[src/rtl/traffic_phase_scheduler.sv]
// traffic_phase_scheduler: timed highway/country/pedestrian phase FSM; EMERGENCY_PREEMPT_EN adds preempt input and S_PRE
module traffic_phase_scheduler #(
  parameter int Y2R_DELAY      = 3,
  parameter int R2G_DELAY      = 2,
  parameter int HWY_MIN_GREEN  = 8,
  parameter int CTRY_MAX_GREEN = 10,
  parameter int WALK_TIME      = 6,
  parameter int CNT_W          = 4
) (
  input  logic       clk,
  input  logic       clear,
  input  logic       X,
  input  logic       ped_req,
`ifdef EMERGENCY_PREEMPT_EN
  input  logic       preempt,
`endif
  output logic [1:0] highway,
  output logic [1:0] country,
  output logic       walk,
  output logic       ped_pending,
  output logic [2:0] state_dbg
);
  typedef enum logic [2:0] {S_HG, S_HY, S_AR1, S_CG, S_CY, S_AR2, S_WALK, S_PRE} state_t;
  localparam logic [CNT_W-1:0] L_HG   = CNT_W'(HWY_MIN_GREEN - 1);
  localparam logic [CNT_W-1:0] L_Y    = CNT_W'(Y2R_DELAY - 1);
  localparam logic [CNT_W-1:0] L_AR   = CNT_W'(R2G_DELAY - 1);
  localparam logic [CNT_W-1:0] L_CG   = CNT_W'(CTRY_MAX_GREEN - 1);
  localparam logic [CNT_W-1:0] L_WALK = CNT_W'(WALK_TIME - 1);
  state_t           state_q, state_d;
  logic [CNT_W-1:0] tmr_q, tmr_d;
  logic             ped_q, ped_d, pre, expired;
`ifdef EMERGENCY_PREEMPT_EN
  assign pre = preempt;
`else
  assign pre = 1'b0;
`endif
  function automatic logic [CNT_W-1:0] load(input state_t s);
    return s == S_HG ? L_HG :
           (s == S_HY || s == S_CY) ? L_Y :
           s == S_CG ? L_CG :
           s == S_WALK ? L_WALK : L_AR;
  endfunction
  always_comb begin
    expired = tmr_q == '0;
    state_d = state_q;
    ped_d   = ped_q | ped_req;
    case (state_q)
      S_HG:   if (pre || (expired && (X || ped_q))) state_d = S_HY;
      S_HY:   if (expired) state_d = S_AR1;
      S_AR1:  if (expired) state_d = pre ? S_PRE : X ? S_CG : ped_q ? S_WALK : S_HG;
      S_CG:   if (pre || !X || expired) state_d = S_CY;
      S_CY:   if (expired) state_d = S_AR2;
      S_AR2:  if (expired) state_d = pre ? S_PRE : ped_q ? S_WALK : S_HG;
      S_WALK: if (pre) state_d = S_PRE; else if (expired) state_d = S_HG;
`ifdef EMERGENCY_PREEMPT_EN
      default: if (!pre && expired) state_d = S_HG;
`else
      default: state_d = S_HG;
`endif
    endcase
    if (state_d == S_WALK && state_q != S_WALK) ped_d = ped_req;
    if (state_q == S_WALK && pre) ped_d = 1'b1;
    tmr_d = (state_d != state_q || (state_q == S_PRE && pre)) ? load(state_d) :
            expired ? tmr_q : tmr_q - 1'b1;
    if (clear) begin
      state_d = S_HG;
      tmr_d   = L_HG;
      ped_d   = 1'b0;
    end
  end
  always_ff @(posedge clk) begin
    state_q <= state_d;
    tmr_q   <= tmr_d;
    ped_q   <= ped_d;
  end
  assign highway     = state_q == S_HG ? 2'd2 : state_q == S_HY ? 2'd1 : 2'd0;
  assign country     = state_q == S_CG ? 2'd2 : state_q == S_CY ? 2'd1 : 2'd0;
  assign walk        = state_q == S_WALK;
  assign ped_pending = ped_q;
  assign state_dbg   = state_q;
endmodule
[config.mk]
export PLATFORM = sky130hd
export DESIGN_NAME = traffic_phase_scheduler
export DESIGN_NICKNAME = d
export VERILOG_FILES = /design/src/rtl/traffic_phase_scheduler.sv
export SDC_FILE = /design/constraint.sdc
export NUM_CORES = 1
export LEC_CHECK = 0
export BUFFER_PORTS_ARGS = -buffer_cell sky130_fd_sc_hd__clkbuf_2
export CORE_AREA = 2 2 39 41
export CTS_CLUSTER_DIAMETER = 100
export CTS_CLUSTER_SIZE = 14
export DETAILED_ROUTE_END_ITERATION = 12
export DIE_AREA = 0 0 41 43
export GPL_TIMING_DRIVEN = 0
export PLACE_DENSITY = 0.71
export SYNTH_ARGS = -nofsm -noshare
export SYNTH_HDL_FRONTEND = slang
export SYNTH_SLANG_ARGS = --single-unit
export TNS_END_PERCENT = 10
[constraint.sdc]
create_clock -name clk -period 3.71 [get_ports clk]
set_input_delay 0.742 -clock clk [delete_from_list [all_inputs] [get_ports clk]]
set_output_delay 0.742 -clock clk [all_outputs]
set_load 0.01 [all_outputs]
**Yosys cells after proc, flatten, opt, wreduce, memory -nomap -nowiden**

Index checks and enable logic that the tools add are counted.

- Flip-flop bits (word level): 8
- Input bits: 4
- Output and inout port bits: 9

- Add/sub/neg operators: 1
- Equality and inequality tests: 13
- Mux-type cells: 21
- Bitwise operators: 1
- Reductions and logical operators: 9

Operators by type and width:

| cell | number |
|---|---|
| 3-bit two-way mux | 10 |
| 3-bit case mux with 7 select lines | 1 |
| 4-bit two-way mux | 5 |
| 3-bit == test, second input constant | 5 |
| 3-bit by 2-bit == test with 1-bit output, second input constant | 3 |
| 3-bit by 1-bit == test with 1-bit output, second input constant | 2 |
| 3-bit logical NOT | 2 |
| 4-bit logical NOT | 1 |
| 2-bit two-way mux | 2 |
| 4-bit by 1-bit subtractor with 4-bit output, second input constant | 1 |
| 1-bit logical OR | 3 |
| 1-bit two-way mux | 3 |
| 3-bit != test | 1 |
| 3-bit != test, second input constant | 1 |
| 1-bit logical AND | 2 |
| 2-bit by 1-bit != test with 1-bit output, second input constant | 1 |
| 1-bit logical NOT | 1 |
| 1-bit bitwise OR | 1 |

**Depth between registers and ports, before layout**

- Depth after elaboration: 10
- Gate-level depth with buffers: 8

**Worst setup path before layout**

OpenSTA, ideal clock, no wires.

- Path type: register to output
- Start: register state_q[0], in the netlist state_dbg[0]
- End: output port highway[0]
- Arrival time: 1.222 ns
- Data required time: 2.968 ns
- Setup slack: 1.746 ns
- Cell stages (with the launch flop): 4
- Path buffers: 2
- Cells stage by stage: dfxtp_1 > clkbuf_1 > clkbuf_1 > nor3b_1

- Word-level cells in the longest chain between the ends: 3
- Elaborated cells on any way between the ends: 4
- Those cells by class: eq/ne: 1; mux: 2; reduce/logical: 1

Ends and longest elaborated chain:

| element | line | text |
|---|---|---|
| from (decl) | 29 | `state_t state_q, state_d;` |
| from (signal assigned) | 72 | `state_q <= state_d;` |
| 3-bit by 1-bit == test with 1-bit output | 76 | `assign highway = state_q == S_HG ? 2'd2 : state_q == S_HY ? 2'd1 : 2'd0;` |
| 1-bit two-way mux | 76 |  |
| 2-bit two-way mux (*) | 76 |  |
| to (decl) | 17 | `output logic [1:0] highway,` |

Mark *: on every way between the ends. The rest lies on a longest branch, timed or not.

**Worst setup path after layout**

Ends and elaborated chain as after synthesis.

==> results.py <==
metrics = {
    "yosys": {
        "synth_mux_area_share_pct": 1.77,
        "synth.cell_area_um2": 636,
        "synthSimpleGateAreaFrac_pct": 34.3,
        "ys_seq_elements": 8,
        "async_reset_ff_share_pct": 0,
        "synthAdderAreaFrac_pct": 1.97,
        "synth-xor-area-share_pct": 2.76,
        "ys.flop_type": "dfxtp_1",
        "syn_nets": 85,
        "synth_top_family_by_area": "simple AND/OR/NAND/NOR gates",
        "netlist_instances": 80,
        "seq_area_frac_synth_pct": 25.2,
        "syn_area_per_cell_um2": 7.95,
        "synth-edff-count": 0,
        "yosysUniqueCellTypes": 39,
        "synth_compound_area_share_pct": 26.8,
        "synth_warnings": 0,
    },
    "timing": {
        "slew_violations": 0,
        "setup_viol": 0,
        "finalClockSkew_ns": 0.0141,
        "timing_hold_violations_final": 0,
        "max_freq_mhz": 425,
        "tns_ns": 0,
        "rsz0062_at_grt": "no",
        "relSlewSlack_pct": 72.2,
        "whs_ns": 0.608,
        "layout_min_cycle_time_ns": 2.35,
        "fin_crit_sh_pct": 63.4,
        "worst_slack_ns": 1.36,
        "tightest_slew_ns": 0.416,
    },
    "floorplan": {
        "start_util_pct": 45.9,
        "fp.dieW_um": 41,
        "die_area_um2": 1760,
        "coreArea_um2": 1380,
        "ios": 13,
        "num_rows": 14,
        "fp.dieH_um": 43,
    },
    "routing": {
        "vias": 628,
        "drt-pass1-iter-count": 4,
        "wl_per_cell_um": 12.7,
        "antenna_left": 0,
        "drc_errors": 0,
        "drt_iter0_markers": 9,
        "viasPerCell": 5.66,
        "drt_wl_total_um": 1410,
    },
    "cts": {
        "cts_tree": "yes",
        "ctsResizeCount": 0,
        "clock_sinks": 8,
        "clk_pin_slew_ns": 0.06,
        "postCtsHoldBufs": 0,
        "postCtsSetupBuffers": 0,
        "numCtsBuffers": 3,
        "cts_root_buf": "clkbuf_4",
        "htree_levels": 1,
        "clk_path_buf_depth": 2,
        "clkLatencyLatePin_ns": 0.26,
    },
    "global_routing": {
        "grt.overflow.total": 0,
        "gr-usage-all-layers_pct": 20.2,
        "grt_pass1_vias": 557,
        "antenna_found_initial": 0,
        "grt_pass1_wl_um": 2410,
        "grt_max_degree": 11,
    },
    "placement": {
        "pre_cts_slack_ns": 1.62,
        "gp_congestion": 0.883,
        "dp_hpwl_um": 1030,
        "io_buffers": 12,
    },
    "cells_and_area": {
        "synthToLayoutAreaGrowth_pct": 16.1,
        "diodes": 0,
        "nFillCells": 144,
        "layout-drive-gt1-share_pct": 27.4,
        "num-nets-final": 102,
    },
    "power_and_ir_drop": {
        "intPower_uw": 143,
        "switchingPower_uw": 55.3,
        "pwr-share-seq_pct": 49.9,
        "power_density_nw_per_um2": 269,
        "p_leak_nw": 0.292,
        "swShare_pct": 27.9,
        "peakVddDrop_mv": 0.185,
        "clkPwrFrac_pct": 34.8,
        "p_comb_share_pct": 15.3,
    },
    "min_path": {
        "hold_path_class": "reg2reg",
    },
    "setup_path": {
        "worstSetupPathType": "reg2out",
        "crit_required_ns": 2.97,
        "max_stage_delay_ns": 0.34,
        "crit_arrival_ns": 1.61,
        "path_max_fanout": 10,
        "worstSetupEndpointType": "primary output",
        "start_kind": "flop",
        "crit_top_cell": "clkbuf_1",
        "crit_slowest_cell": "clkbuf_1",
        "path_cells": "clkbuf_1, clkbuf_1, nor3b_1, clkbuf_2",
    },
    "job": {
        "cap_violations": 0,
    },
    "run_status": {
        "status": "complete, no violations",
    },
}
## through the flow
step	util (%)	power [mW]	cell area [um^2]	cells
floorplan	-	0.121	636	80
finish	53.3	0.199	738	111
detailed placement	51.7	0.131	716	108
global route	53.3	0.208	738	111
global placement	51.7	0.129	716	108
CTS	53.3	0.200	738	111
## cells in the final DEF (no fill, tap or decap), drive strengths merged, types with 2 or more instances in the layout
cell and count:
o21ai 5, dfxtp 8, o22ai 2, buf 2, clkbuf 18, nor3b 4
nor3 4, a21oi 6, nor2 7, inv 5, nand2 5, nand2b 5
a2bb2oi 2, nand3b 2
## layer usage
| layer | track usage, % | share of wire [%] | up-vias | wire [um] |
|---|---|---|---|---|
| li1 | - | - | 323 | - |
| met1 | 23.8 | 45 | 278 | 640 |
| met2 | 30.6 | 47 | 21 | 667 |
| met3 | 6.28 | 4.3 | 6 | 61 |
| met4 | 11.3 | 2.7 | 0 | 38 |
| met5 | 0 | 0 | - | 0 |
## Yosys cell counts (all sizes together) (2+ instances only)
cell / n / area share, %
inv: 5 / 3.0
nor3: 4 / 3.1
nand3b: 2 / 2.4
clkbuf: 3 / 1.8
a2bb2oi: 2 / 4.7
nand2b: 5 / 4.9
nor2: 7 / 4.1
buf: 2 / 2.6
a21oi: 6 / 5.3
o21ai: 5 / 3.9
o22ai: 2 / 2.0
nor3b: 4 / 5.5
nand2: 5 / 3.0
dfxtp: 8 / 25
## logic make-up after synthesis
| logic type | after synthesis |
|---|---|
| buffers and inverters | 10 |
| AOI/OAI and AO/OA | 22 |
| muxes | 1 |
| adders and majority gates | 1 |
| xor gates and xnor gates | 2 |
| and+or+nand+nor | 36 |
| DFF | 8 |
## final timing paths
kind / from / to / slack [ns] / depth (start not counted)
setup / recovery: state_dbg[0] / highway[0] / 1.36 / 4
hold / removal: tmr_q[0] / tmr_q[0] / 0.61 / 3
setup reg to reg: tmr_q[0] / tmr_q[2] / 1.64 / 8
hold reg to reg: tmr_q[0] / tmr_q[0] / 0.61 / 3
## power by group through the flow
stage	combinational, mW	clock, mW	sequential, mW
final	0.0304	0.0691	0.0990
after global routing	0.0340	0.0734	0.100
after detailed placement	0.0299	0	0.101
after CTS	0.0299	0.0714	0.0992
after global placement	0.0289	0	0.101
after floorplan	0.0214	0	0.0997
## worst max-delay path: cells and delay by family, from the launching register on
family                 cells  cell delay (ns)
buffers and inverters      3             0.81
flip-flops                 1             0.32
AND/OR/NAND/NOR            1             0.23
## sequential cells by signal, summed over array words and instances, names as in the netlist
name / count
ped_pending: 1
state_dbg: 3
tmr_q: 4
## cell type report
class / instances / area [um^2] / area share [%]
timing repair buffer: 12 / 60.1 / 8.14
clock buffer: 3 / 22.5 / 3.05
multi-input combinational: 62 / 429 / 58.1
inverter: 5 / 18.8 / 2.54
sequential: 8 / 160 / 21.7
tap: 16 / 20.0 / 2.71
buffer: 5 / 27.5 / 3.73
Power figures use the tool's default switching activity.
